<file path="src/rtl/pll_lock_ctrl.sv">
// pll_lock_ctrl: PLL reset sequencer and lock supervisor on the 24 MHz refclk.
// Holds the PLL in reset, waits for a stable synchronised lock, then releases
// the system reset request; any lock loss in RUN restarts the whole sequence.
// Optional feature macro: PLL_LOCK_CTRL_TIMEOUT_EN enables the WAIT_LOCK
// timeout/retry path and the retry counter (default build: wait forever).
//
//   state      | meaning
//   -----------+----------------------------------------------------------
//   RESET      | pll_reset high for RST_CYCLES refclk cycles
//   WAIT_LOCK  | PLL running, waiting for lock_s (optionally with timeout)
//   STABLE     | lock_s seen, requiring STABLE_CYCLES consecutive locked cycles
//   RUN        | system reset released; lock loss returns to RESET
module pll_lock_ctrl #(
  parameter int RST_CYCLES    = 16,
  parameter int LOCK_TIMEOUT  = 24000,
  parameter int STABLE_CYCLES = 1024,
  parameter int CNT_W         = 8
) (
  input  logic             refclk,
  input  logic             reset_n,
  input  logic             extlock,
  input  logic             restart,
  output logic             pll_reset,
  output logic             sys_rst_n,
  output logic             locked_ok,
  output logic [1:0]       state,
  output logic [CNT_W-1:0] retry_cnt,
  output logic [CNT_W-1:0] loss_cnt
);

  // Shared cycle counter is sized to cover the longest of the three timers.
  localparam int MAX_A = (RST_CYCLES > STABLE_CYCLES) ? RST_CYCLES : STABLE_CYCLES;
  localparam int MAX_C = (MAX_A > LOCK_TIMEOUT) ? MAX_A : LOCK_TIMEOUT;
  localparam int CW    = $clog2(MAX_C + 1);

  typedef enum logic [1:0] {
    S_RESET     = 2'd0,
    S_WAIT_LOCK = 2'd1,
    S_STABLE    = 2'd2,
    S_RUN       = 2'd3
  } state_e;

  logic             sync1_q;
  logic             lock_s_q;
  state_e           state_q, state_d;
  logic [CW-1:0]    cnt_q, cnt_d;
  logic [CNT_W-1:0] loss_q, loss_d;
  logic             pll_reset_q, sys_rst_n_q, locked_ok_q;
`ifdef PLL_LOCK_CTRL_TIMEOUT_EN
  logic [CNT_W-1:0] retry_q, retry_d;
`endif

  // Two-flop synchroniser for the asynchronous PLL lock indication.
  always_ff @(posedge refclk or negedge reset_n) begin
    if (!reset_n) begin
      sync1_q  <= 1'b0;
      lock_s_q <= 1'b0;
    end else begin
      sync1_q  <= extlock;
      lock_s_q <= sync1_q;
    end
  end

  // Next-state, shared-counter and event-counter logic; restart overrides all.
  always_comb begin
    state_d = state_q;
    cnt_d   = cnt_q + CW'(1);
    loss_d  = loss_q;
`ifdef PLL_LOCK_CTRL_TIMEOUT_EN
    retry_d = retry_q;
`endif
    if (restart) begin
      state_d = S_RESET;
      cnt_d   = '0;
    end else begin
      case (state_q)
        S_RESET: begin
          if (cnt_q == CW'(RST_CYCLES - 1)) begin
            state_d = S_WAIT_LOCK;
            cnt_d   = '0;
          end
        end
        S_WAIT_LOCK: begin
          // Lock arrival beats a simultaneous timeout.
          if (lock_s_q) begin
            state_d = S_STABLE;
            cnt_d   = '0;
          end
`ifdef PLL_LOCK_CTRL_TIMEOUT_EN
          else if (cnt_q == CW'(LOCK_TIMEOUT - 1)) begin
            state_d = S_RESET;
            cnt_d   = '0;
            if (retry_q != '1) retry_d = retry_q + CNT_W'(1);
          end
`endif
        end
        S_STABLE: begin
          // A lock drop beats a simultaneous stable-window completion.
          if (!lock_s_q) begin
            state_d = S_WAIT_LOCK;
            cnt_d   = '0;
          end else if (cnt_q == CW'(STABLE_CYCLES - 1)) begin
            state_d = S_RUN;
            cnt_d   = '0;
          end
        end
        S_RUN: begin
          if (!lock_s_q) begin
            state_d = S_RESET;
            cnt_d   = '0;
            if (loss_q != '1) loss_d = loss_q + CNT_W'(1);
          end
        end
        default: begin
          state_d = S_RESET;
          cnt_d   = '0;
        end
      endcase
    end
  end

  // State, counters and registered output decodes of the next state.
  always_ff @(posedge refclk or negedge reset_n) begin
    if (!reset_n) begin
      state_q     <= S_RESET;
      cnt_q       <= '0;
      loss_q      <= '0;
      pll_reset_q <= 1'b1;
      sys_rst_n_q <= 1'b0;
      locked_ok_q <= 1'b0;
    end else begin
      state_q     <= state_d;
      cnt_q       <= cnt_d;
      loss_q      <= loss_d;
      pll_reset_q <= (state_d == S_RESET);
      sys_rst_n_q <= (state_d == S_RUN);
      locked_ok_q <= (state_d == S_RUN);
    end
  end

`ifdef PLL_LOCK_CTRL_TIMEOUT_EN
  // Saturating count of WAIT_LOCK timeouts.
  always_ff @(posedge refclk or negedge reset_n) begin
    if (!reset_n) retry_q <= '0;
    else          retry_q <= retry_d;
  end
  assign retry_cnt = retry_q;
`else
  assign retry_cnt = '0;
`endif

  assign pll_reset = pll_reset_q;
  assign sys_rst_n = sys_rst_n_q;
  assign locked_ok = locked_ok_q;
  assign state     = state_q;
  assign loss_cnt  = loss_q;

endmodule
</file>
<file path="config.mk">
export PLATFORM = sky130hd
export DESIGN_NAME = pll_lock_ctrl
export DESIGN_NICKNAME = d
export VERILOG_FILES = /design/src/rtl/pll_lock_ctrl.sv
export SDC_FILE = /design/constraint.sdc
export NUM_CORES = 1
export LEC_CHECK = 0
export BUFFER_PORTS_ARGS = -buffer_cell sky130_fd_sc_hd__buf_2
export CAP_MARGIN = 20
export CORE_MARGIN = 3
export CORE_UTILIZATION = 59
export CTS_CLUSTER_SIZE = 10
export DETAILED_ROUTE_END_ITERATION = 10
export PLACE_DENSITY = 0.79
export SLEW_MARGIN = 20
export SYNTH_ARGS = -nofsm -noshare
export SYNTH_HDL_FRONTEND = slang
export SYNTH_SLANG_ARGS = --single-unit
export TNS_END_PERCENT = 1
</file>
<file path="constraint.sdc">
create_clock -name refclk -period 4.25 [get_ports refclk]
set_input_delay 0.425 -clock refclk [delete_from_list [all_inputs] [get_ports refclk]]
set_output_delay 0.425 -clock refclk [all_outputs]
set_load 0.02 [all_outputs]
</file>
## Yosys cells after proc, flatten, opt, wreduce, memory -nomap -nowiden

Cells that the tools add are included.
Widths: inputs -> output; s select.

| word-level totals | value |
|---|---|
| word-level logic and storage cells | 35 |
| bits of input ports | 4 |
| output and inout bits | 21 |
| flip-flop bits (word level) | 29 |

| cells by class | value |
|---|---|
| eq/ne operators | 7 |
| add/sub/neg operators | 2 |
| bitwise operators | 2 |
| mux-type cells | 14 |
| reductions and logical operators | 3 |

Operators with widths:

| kind | count |
|---|---|
| $mux 15 | 6 |
| $pmux 15 s4 | 1 |
| $add 15x1->15 const B | 1 |
| $eq 15x10->1 const B | 1 |
| $eq 15x4->1 const B | 1 |
| $mux 2 | 6 |
| $add 8x1->8 const B | 1 |
| $ne 8x8->1 const B | 1 |
| $pmux 2 s4 | 1 |
| $eq 2x2->1 const B | 3 |
| $logic_not 2->1 | 2 |
| $reduce_and 4->1 | 1 |
| $eq 2x1->1 const B | 1 |
| $not 1->1 | 2 |

## Depth between registers and ports, before layout

Gate-level depths: netlist (run 1).

| logic depth | value |
|---|---|
| depth in word-level cells | 6 |
| mapped depth | 6 |
| depth with buffers taken out | 5 |

## Worst setup path after synthesis (run 1)

Ideal clock, no wire load.

| path | value |
|---|---|
| path type | reg2reg |
| start point | register cnt_q[0] |
| end point | register cnt_q[11] |
| stages on the path, launching flop included | 7 |
| slack | 2.536 ns |
| library setup time | 0.073 ns |
| path buffers | 1 |
| required time | 4.177 ns |
| period minus slack after synthesis | 1.714 ns |
| data arrival time | 1.641 ns |
| cells stage by stage | dfrtp_1 -> ha_1 -> nand3_4 -> nor4_2 -> a2111o_2 -> buf_12 -> a21oi_2 |

| between the ends | value |
|---|---|
| longest elaborated chain between the ends | 5 |
| elaborated cells between the ends (all ways) | 10 |
| classes of those cells | add/sub: 1; eq/ne: 2; mux: 7 |

Ends and longest elaborated chain:

| item | line | RTL |
|---|---|---|
| start, declared | 46 | `logic [CW-1:0] cnt_q, cnt_d;` |
| start signal, assigned | 133 | `cnt_q <= cnt_d;` |
| $add 15x1->15 or $eq 15x10->1 (tied branches) | 67, 102 |  |
| $mux 15 | 102 | `end else if (cnt_q == CW'(STABLE_CYCLES - 1)) begin` |
| $mux 15 | 99 | `if (!lock_s_q) begin` |
| $pmux 15 s4 (*) | 76 | `case (state_q)` |
| $mux 15 (*) | 72 | `if (restart) begin` |
| via cnt_d[11] | 46 |  |

The timed path passes the listed nets; every way through them passes the cells marked *.
A chain may end at the register's enable or synchronous reset.

## Final worst setup path (run 1)

| path | value |
|---|---|
| start point | register cnt_q[5] |
| end point | register cnt_q[2] |

| between the ends | value |
|---|---|
| longest elaborated chain between the ends | 5 |
| elaborated cells between the ends (all ways) | 7 |
| classes of those cells | eq/ne: 2; mux: 5 |

Ends and longest elaborated chain:

| item | line |
|---|---|
| $eq 15x10->1 | 102 |
| $mux 15 | 102 |
| $mux 15 | 99 |
| $pmux 15 s4 (*) | 76 |
| $mux 15 (*) | 72 |
| via cnt_d[2] | 46 |

Marks and branches as above.

==> flow_summary.json, run 1 <==
{
  "status": "complete, no violations",
  "place_ws_ns": 2.36,
  "arrival_ns": 2.12,
  "wl_um": 2760,
  "finalNonFillerCells": 184,
  "vdd_ir_drop_max_mv": 0.307,
  "yosysSeqAreaShare_pct": 46.4,
  "slew_viol_final": 0,
  "die_h_um": 57.6,
  "rsz0062_at_grt": "no",
  "grt_usage_pct": 19.6,
  "tritoncts": "yes",
  "drcViolationCount": 0,
  "synth.avg_cell_area_um2": 11.5,
  "synthXorXnorAreaFrac_pct": 11.7,
  "vias": 1074,
  "synthMuxAreaShare_pct": 0.718,
  "post-synth-top-count-cell": "dfrtp_1",
  "setup_viol": 0,
  "worstMarginPinSlew_ns": 0.627,
  "slowest_delay_ns": 0.57,
  "placed_cell_area_mm2": 0.00159,
  "power.total_mw": 0.543,
  "critical_path.startpoint_type": "flip-flop",
  "drtIter0Drc": 47,
  "hp-class": "input port to asynchronous set/reset pin",
  "synth_top_family_by_area": "simple AND/OR/NAND/NOR gates",
  "core-area_mm2": 0.00250,
  "hold_buffers": 0,
  "synth_warnings": 0,
  "route.met3.wl_um": 139,
  "leakagePower_nw": 0.719,
  "vias_per_cell": 5.84,
  "synth-simple-area-share_pct": 18.4,
  "drv_cap": 0,
  "worst_hold_slack_ns": 0.103,
  "finalHoldViolCount": 0,
  "routed.top_layer": "met4",
  "grt_pass1_vias": 1069,
  "fin_util_pct": 67.2,
  "overflow": 0,
  "synthTopCellsByCount": "dfrtp_1 (28), xnor2_1 (14), a21oi_2 (10), buf_4 (10)",
  "wl_met1_um": 1180,
  "fin_area_mm2": 0.00168,
  "reg2reg_depth": 4,
  "rows": 18,
  "n_antenna_cell": 0,
  "antenna_found_initial": 0,
  "postRouteAntennaNets": 0,
  "cts.path.max_buffers": 2,
  "grt_pass1_wl_um": 4870,
  "synth_compound_area_share_pct": 12.2,
  "wl_met2_um": 1340,
  "end_kind": "flip-flop",
  "regArea_um2": 727,
  "fin_crit_ns": 1.92,
  "yosys.cell_types.count": 37,
  "start_util_pct": 62.7,
  "cts.sinks": 29,
  "fmax_ghz": 0.522,
  "timing.slew.headroom_pct": 58.2,
  "cts_resized": 0,
  "netlist_area_mm2": 0.00157,
  "crit_type": "flip-flop to flip-flop",
  "synth-seq-cells": 29,
  "dp_hpwl_um": 1870,
  "syn_inst": 136,
  "finClkSkew_ns": 0.00939,
  "tns_ns": 0,
  "layout.nets": 159,
  "syn2layout_area_growth_pct": 7.10,
  "cts_setup_buffers": 0,
  "numCtsBuffers": 5,
  "synth_top_area_cell": "dfrtp_1",
  "synth-edff-count": 0,
  "fp.dieW_um": 57.6,
  "cts-root-buf": "clkbuf_4",
  "place_inst": 176,
  "num_io_pins": 25,
  "route.detailed.wl_per_inst_um": 15.0,
  "die_area_mm2": 0.00331,
  "firstDrtPassIters": 4,
  "power.density_mw_per_mm2": 324,
  "crit_chain": "or4_1 > nor4_2 > a2111o_2 > a21oi_1",
  "netlist_top_cells_area": "dfrtp_1 (45%), xnor2_1 (7.8%), a21oi_2 (5.6%), buf_4 (4.8%), xor2_1 (3.9%)",
  "final_layout_size_suffix_gt1_share_pct": 28.6,
  "final.fill_count": 199,
  "cp_slowest_cell": "or4_1",
  "period_share_pct": 45.1,
  "setup_ws_ns": 2.33,
  "htreeDepth": 2,
  "ys.flop_type": "dfrtp_1",
  "synth_top_area_share_pct": 44.7,
  "grt_max_degree": 30,
  "port_buffers": 16,
  "critPathMaxFanout": 15,
  "clk_transition_reported_paths_ns": 0.09,
  "place.gp.congestion": 0.854,
  "synthAdderAreaFrac_pct": 1.60,
  "clkLatencyLatePin_ns": 0.33,
  "multi_input_area_um2": 731,
  "synth_async_sr_flop_share_pct": 100,
  "required_ns": 4.45
}
[sequential cells by signal, summed over array words and instances, names as in the netlist]
| signal | cells |
|---|---|
| state | 2 |
| lock_s_q | 1 |
| cnt_q | 15 |
| locked_ok | 1 |
| loss_cnt | 8 |
| pll_reset | 1 |
| sync1_q | 1 |
[cell type report]
type | count | share of cell area [%]
clock buffer | 7 | 3.28
clock inverter | 1 | 1.79
inverter | 5 | 1.12
timing repair buffer | 16 | 4.77
tap | 30 | 2.24
sequential | 29 | 43.3
multi-input combinational | 96 | 43.5
[per-layer routing]
| layer | global-route usage, % | vias up |
|---|---|---|
| met5 | 0 | - |
| met4 | 12.3 | 0 |
| met3 | 6.33 | 12 |
| met2 | 31.0 | 27 |
| met1 | 23.0 | 527 |
| li1 | - | 508 |
[cells by family after synthesis]
group	count (synthesis)
AOI/OAI and AO/OA	22
xor gates and xnor gates	21
adders and majority gates	2
buffers and inverters	18
DFF	29
muxes	1
other	1
and+or+nand+nor	42
[worst paths after layout]
| path | from | end | slack, ns |
|---|---|---|---|
| min in group refclk | extlock | sync1_q | 0.20 |
| hold reg to reg | sync1_q | lock_s_q | 0.35 |
| setup reg to reg | cnt_q[5] | cnt_q[2] | 2.33 |
| max in group asynchronous | reset_n | cnt_q[10] | 3.73 |
| setup / recovery | cnt_q[5] | cnt_q[2] | 2.33 |
| hold / removal | reset_n | cnt_q[14] | 0.10 |
[critical path: cells and delay by family, from the launching register on]
kind | cells | cell delay, ns
compound gates | 2 | 0.56
flops | 1 | 0.45
simple gates | 2 | 0.78
[placed cells by master (no fill, tap or decap), drive strengths merged]
cell type,netlist,final
dfrtp,28,28
buf,13,16
a21oi,15,15
xnor2,14,14
conb,1,8
nand4,8,8
xor2,7,7
clkbuf,0,7
nand2,6,6
nor3,6,6
inv,5,5
nor4,5,5
nor2,4,4
nand3,3,3
nand4bb,2,2
a21boi,2,2
and4,2,2
ha,2,2
or3,2,2
or4,1,1
a2111oi,1,1
a2111o,1,1
nor3b,1,1
a211o,1,1
a311o,1,1
a41oi,1,1
and2,1,1
mux2,1,1
and3,1,1
bufinv,0,1
dfstp,1,1
[where the power goes]
part / internal, mW / switching (mW)
combinational: 0.00557 / 0.0187
sequential: 0.280 / 0.00514
clock: 0.140 / 0.0941
Power figures use the tool's default switching activity.
==> run 2: changes to the inputs <==
--- a/config.mk
+++ b/config.mk
@@ -8,10 +8,10 @@
 export BUFFER_PORTS_ARGS = -buffer_cell sky130_fd_sc_hd__buf_2
 export CAP_MARGIN = 20
 export CORE_MARGIN = 3
-export CORE_UTILIZATION = 59
+export CORE_UTILIZATION = 55
 export CTS_CLUSTER_SIZE = 10
 export DETAILED_ROUTE_END_ITERATION = 10
-export PLACE_DENSITY = 0.79
+export PLACE_DENSITY = 0.74
 export SLEW_MARGIN = 20
 export SYNTH_ARGS = -nofsm -noshare
 export SYNTH_HDL_FRONTEND = slang
==> constraint.sdc (replaced) <==
create_clock -name refclk -period 2 [get_ports refclk]
set_input_delay 0.2 -clock refclk [delete_from_list [all_inputs] [get_ports refclk]]
set_output_delay 0.2 -clock refclk [all_outputs]
set_load 0.02 [all_outputs]
==> flow_summary.json, run 2 (synthesis gave the netlist of run 1 again) <==
{
  "status": "complete, no violations",
  "end_kind": "flip-flop",
  "start_util_pct": 60.5,
  "leakagePower_nw": 0.713,
  "clk_transition_reported_paths_ns": 0.08,
  "place_inst": 176,
  "worst_hold_slack_ns": 0.121,
  "grt_max_degree": 30,
  "drtIter0Drc": 48,
  "vias": 1033,
  "drv_cap": 0,
  "numCtsBuffers": 5,
  "rows": 18,
  "crit_start": "cnt_q[0]",
  "required_ns": 2.25,
  "fin_crit_ns": 1.87,
  "reg2reg_depth": 5,
  "clkLatencyLatePin_ns": 0.32,
  "route.detailed.wl_per_inst_um": 13.4,
  "cts-root-buf": "clkbuf_4",
  "ff2ff_setup_slack_ns": 0.13,
  "hp-class": "input port to flip-flop",
  "holdCritStartpoint": "restart",
  "grt_pass1_wl_um": 4230,
  "n_antenna_cell": 0,
  "min_to": "state[0]",
  "vias_per_cell": 5.58,
  "r2r_start": "cnt_q[0]",
  "finalHoldViolCount": 0,
  "arrival_ns": 2.12,
  "period_share_pct": 93.4,
  "die_h_um": 59.4,
  "dp_hpwl_um": 1770,
  "tritoncts": "yes",
  "cts.path.max_buffers": 2,
  "layout_common_cells": "dfrtp_1 (28), buf_2 (16), xnor2_1 (14), a21oi_2 (10), conb_1 (8)",
  "finalNonFillerCells": 185,
  "fin_util_pct": 64.4,
  "power.density_mw_per_mm2": 600,
  "timing.slew.headroom_pct": 58.9,
  "fp.dieW_um": 59.4,
  "hold_path_depth": 2,
  "rsz0062_at_grt": "no",
  "layout_commonest_cell": "dfrtp_1",
  "core-area_mm2": 0.00259,
  "worstMarginPinSlew_ns": 0.616,
  "regToRegEndpoint": "cnt_q[2]",
  "firstDrtPassIters": 4,
  "critPathMaxFanout": 15,
  "grt_usage_pct": 16.6,
  "htreeDepth": 2,
  "final_layout_size_suffix_gt1_share_pct": 27.7,
  "place.gp.congestion": 0.811,
  "port_buffers": 16,
  "regMostFlops": "cnt_q",
  "num_io_pins": 25,
  "grt_pass1_vias": 945,
  "largest_reg_flops": 15,
  "setup_viol": 0,
  "fmax_ghz": 0.535,
  "syn2layout_area_growth_pct": 6.46,
  "critical_path.startpoint_type": "flip-flop",
  "antenna_found_initial": 0,
  "cts_setup_buffers": 0,
  "finClkSkew_ns": 0.00625,
  "die_area_mm2": 0.00353,
  "vdd_ir_drop_max_mv": 0.540,
  "tns_ns": 0,
  "layout.nets": 161,
  "drcViolationCount": 0,
  "postRouteAntennaNets": 0,
  "overflow": 0,
  "cts.sinks": 29,
  "slew_viol_final": 0,
  "crit_type": "flip-flop to flip-flop",
  "wl_um": 2480
}
-- run 2: cell types whose count changed in the layout (fill, tap and decap cells not counted), sizes merged --
cell / previous run / this run
bufinv: 1 / 0
dlygate4sd3: 0 / 2
-- run 2: how the worst max path moves through the flow --
stage,to
after floorplan,cnt_q[11]
after global placement,cnt_q[14]
after detailed placement,cnt_q[2]
after CTS,cnt_q[2]
after global routing,cnt_q[14]
final,cnt_q[2]
-- run 2: timing repair --
item                                   CTS  global route
endpoints found under the hold margin   29             0
resized for setup                        0             0
hold buffers                             2             0
-- run 2: critical path, cell delays in order (launching register included) --
cell and delay [ns]:
dfrtp_1 0.43, ha_1 0.27, nand3_4 0.17, nor4_2 0.07, a2111o_2 0.66, a21oi_1 0.19
-- run 2: final cells by class --
cell class / count / area, µm²
Clock buffer: 7 / 55.1
Fill cell: 208 / 921
Inverter: 5 / 18.8
Multi-Input combinational cell: 96 / 731
Sequential cell: 29 / 727
Tap cell: 30 / 37.5
Timing Repair Buffer: 18 / 100
-- run 2: power breakdown --
| group | switching (mW) | internal (mW) | total (mW) |
|---|---|---|---|
| sequential | 0.0106 | 0.594 | 0.605 |
| combinational | 0.0397 | 0.0142 | 0.0539 |
| clock | 0.177 | 0.165 | 0.342 |
| total | 0.227 | 0.774 | 1.00 |
-- run 2: metrics by stage --
step | setup WS [ns] | power, mW | cell area [µm²]
after CTS | 0.123 | 1.02 | 1670
after floorplan | 0.286 | 0.663 | 1590
after detailed placement | 0.136 | 0.668 | 1590
after global placement | 0.186 | 0.666 | 1590
after global routing | 0.00307 | 1.06 | 1670
final | 0.132 | 1.00 | 1670
-- run 2: routing by layer --
layer / routed length (µm) / global-route usage (%) / vias to the layer above
li1: - / - / 509
met1: 1170 / 21.8 / 494
met2: 1100 / 23.4 / 23
met3: 148 / 4.58 / 7
met4: 57 / 11.7 / 0
met5: 0 / 0 / -
==> run 3: changes to the inputs <==
--- a/config.mk
+++ b/config.mk
@@ -5,10 +5,11 @@
 export SDC_FILE = /design/constraint.sdc
 export NUM_CORES = 1
 export LEC_CHECK = 0
+export ABC_AREA = 1
 export BUFFER_PORTS_ARGS = -buffer_cell sky130_fd_sc_hd__buf_2
 export CAP_MARGIN = 20
 export CORE_MARGIN = 3
-export CORE_UTILIZATION = 55
+export CORE_UTILIZATION = 56
 export CTS_CLUSTER_SIZE = 10
 export DETAILED_ROUTE_END_ITERATION = 10
 export PLACE_DENSITY = 0.74
==> flow_summary.json, run 3 <==
{
  "power.density_mw_per_mm2": 613,
  "num_io_pins": 25,
  "drtIter0Drc": 63,
  "slew_viol_final": 0,
  "port_buffers": 16,
  "end_kind": "flip-flop",
  "drv_cap": 0,
  "synthTopCellsByCount": "nand2_1 (51), dfrtp_1 (28), inv_1 (23), nor2_1 (21), nand3_1 (19)",
  "ys.flop_type": "dfrtp_1",
  "timing.slew.headroom_pct": 57.0,
  "vdd_ir_drop_max_mv": 0.531,
  "syn_inst": 218,
  "p_seq_share_pct": 51.7,
  "dp_hpwl_um": 2600,
  "layout_common_cells": "nand2_1 (51), dfrtp_1 (28), inv_1 (23), nor2_1 (21), nand3_1 (19)",
  "slowest_delay_ns": 0.37,
  "fp.dieW_um": 61.8,
  "route.detailed.wl_per_inst_um": 13.2,
  "layout.nets": 244,
  "leakagePower_nw": 0.971,
  "crit_type": "flip-flop to flip-flop",
  "rows": 19,
  "rsz0062_at_grt": "no",
  "fmax_ghz": 0.619,
  "synth_top_area_share_pct": 40.2,
  "core-area_mm2": 0.00285,
  "clkLatencyLatePin_ns": 0.34,
  "path_buf_inv": 1,
  "place_ws_ns": 0.412,
  "netlist_area_mm2": 0.00174,
  "die_area_mm2": 0.00382,
  "cts-root-buf": "clkbuf_4",
  "setup_ws_ns": 0.384,
  "power.total_mw": 1.16,
  "critPathMaxFanout": 9,
  "cts.sinks": 29,
  "antenna_found_initial": 0,
  "post-synth-top-count-cell": "nand2_1",
  "postRouteAntennaNets": 0,
  "synth-edff-count": 0,
  "cp_common_cell": "nand2_1",
  "grt_max_degree": 30,
  "place.gp.congestion": 0.949,
  "cts.path.max_buffers": 2,
  "cts_resized": 0,
  "tns_ns": 0,
  "netlist_top_cells_area": "dfrtp_1 (40%), nand2_1 (11%), nand3_1 (5.5%), a21oi_2 (5.0%), inv_1 (5.0%)",
  "largest_reg_flops": 15,
  "n_antenna_cell": 0,
  "p_sw_share_pct": 22.0,
  "cpLargestDelayFamily": "simple AND/OR/NAND/NOR gates",
  "die_h_um": 61.8,
  "pwr-share-comb_pct": 4.7,
  "crit_chain": "ha_1 > nand3_1 > nor2_1 > nand2_1 > nand2_1 > buf_4 > a21oi_2",
  "critical_path.startpoint_type": "flip-flop",
  "finalHoldViolCount": 0,
  "synth_warnings": 0,
  "synth_top_area_cell": "dfrtp_1",
  "synth-seq-cells": 29,
  "grt_pass1_vias": 1380,
  "cts_setup_buffers": 0,
  "regMostFlops": "cnt_q",
  "grt_pass1_wl_um": 6010,
  "htreeDepth": 2,
  "numCtsBuffers": 5,
  "period_share_pct": 80.8,
  "required_ns": 2.21,
  "power.switching_mw": 0.255,
  "cp_slowest_cell": "dfrtp_1",
  "finClkSkew_ns": 0.0125,
  "arrival_ns": 1.83,
  "start_util_pct": 61.1,
  "clk_transition_reported_paths_ns": 0.08,
  "hp-class": "input port to flip-flop",
  "overflow": 0,
  "grt_usage_pct": 21.8,
  "final_layout_size_suffix_gt1_share_pct": 19.7,
  "wl_um": 3560,
  "vias": 1483,
  "firstDrtPassIters": 4,
  "clockPowerShare_pct": 43.6,
  "drcViolationCount": 0,
  "status": "complete, no violations",
  "tritoncts": "yes",
  "syn2layout_area_growth_pct": 8.62,
  "fin_crit_ns": 1.62,
  "synth_async_sr_flop_share_pct": 100,
  "layout_commonest_cell": "nand2_1",
  "yosys.cell_types.count": 30,
  "intPower_mw": 0.905,
  "placed_cell_area_mm2": 0.00179,
  "worstMarginPinSlew_ns": 0.645,
  "setup_viol": 0,
  "vias_per_cell": 5.49,
  "yosysSeqAreaShare_pct": 41.7,
  "synth.avg_cell_area_um2": 7.99,
  "fin_area_mm2": 0.00189
}
## run 3: cell count changes after synthesis, moves of 5 or more
cell     before  now
a21oi_1       5   10
inv_1         5   23
nand2_1       6   51
nand3_1       2   19
nor2_1        4   21
o21ai_0       0    6
xnor2_1      14    3
## run 3: power by group through the flow
stage               Clock [mW]  Sequential [mW]  Combinational [mW]
finish                   0.506            0.600              0.0542
global route             0.539            0.601              0.0621
CTS                      0.517            0.600              0.0545
detailed placement           0            0.611              0.0512
global placement             0            0.610              0.0492
floorplan                    0            0.610              0.0436
## run 3: cells by family (layout without fill, tap and decap cells)
| kind of cell | after synthesis | in the layout | share of synthesized area (%) |
|---|---|---|---|
| flops | 29 | 29 | 41.7 |
| other cells | 1 | 8 | 0.215 |
| fa+ha+maj | 2 | 2 | 1.44 |
| buf+inv | 38 | 52 | 11.6 |
| xor+xnor | 7 | 7 | 3.52 |
| compound gates | 32 | 32 | 12.6 |
| simple gates | 109 | 109 | 29.0 |
## run 3: layout make-up
cell class / instances / area, µm²
Sequential cell: 29 / 727
Fill cell: 248 / 961
Inverter: 25 / 93.8
Timing Repair Buffer: 19 / 108
Clock inverter: 1 / 30.0
Clock buffer: 7 / 55.1
Tap cell: 31 / 38.8
Multi-Input combinational cell: 158 / 840
## run 3: final timing paths
check                         start           to  slack, ns  cells after the start
setup / recovery           cnt_q[0]    cnt_q[11]       0.38                      7
hold / removal              restart     state[1]       0.20                      2
setup reg to reg           cnt_q[0]    cnt_q[11]       0.38                      7
hold reg to reg             sync1_q     lock_s_q       0.36                      0
max in group asynchronous   reset_n     cnt_q[2]       1.16                      2
min in group asynchronous   reset_n  loss_cnt[6]       0.41                      2
## run 3: routing by layer
| metal | global-route usage [%] | wire length (µm) |
|---|---|---|
| met1 | 26.2 | 1530 |
| met2 | 36.6 | 1740 |
| met3 | 6.20 | 206 |
| met4 | 9.39 | 83 |
| met5 | 0 | 0 |
## run 3: per-stage QoR
| stage | std cells | utilization [%] | hold slack (ns) |
|---|---|---|---|
| floorplan | 225 | - | -0.0956 |
| global placement | 260 | 62.6 | 0.250 |
| detailed placement | 260 | 62.6 | 0.263 |
| CTS | 270 | 66.3 | 0.177 |
| global route | 270 | 66.3 | 0.187 |
| finish | 270 | 66.3 | 0.196 |
## run 3: timing repair
action | in CTS | in global routing
hold buffers | 2 | 0
hold endpoints to repair | 29 | 0
endpoints found under the setup margin | 0 | 0
## run 3: worst reg2reg max path, stage by stage, from the launching register on
cell and delay [ns]:
dfrtp_1 0.37, ha_1 0.23, nand3_1 0.11, nor2_1 0.11, nand2_1 0.06, nand2_1 0.28
buf_4 0.27, a21oi_2 0.08
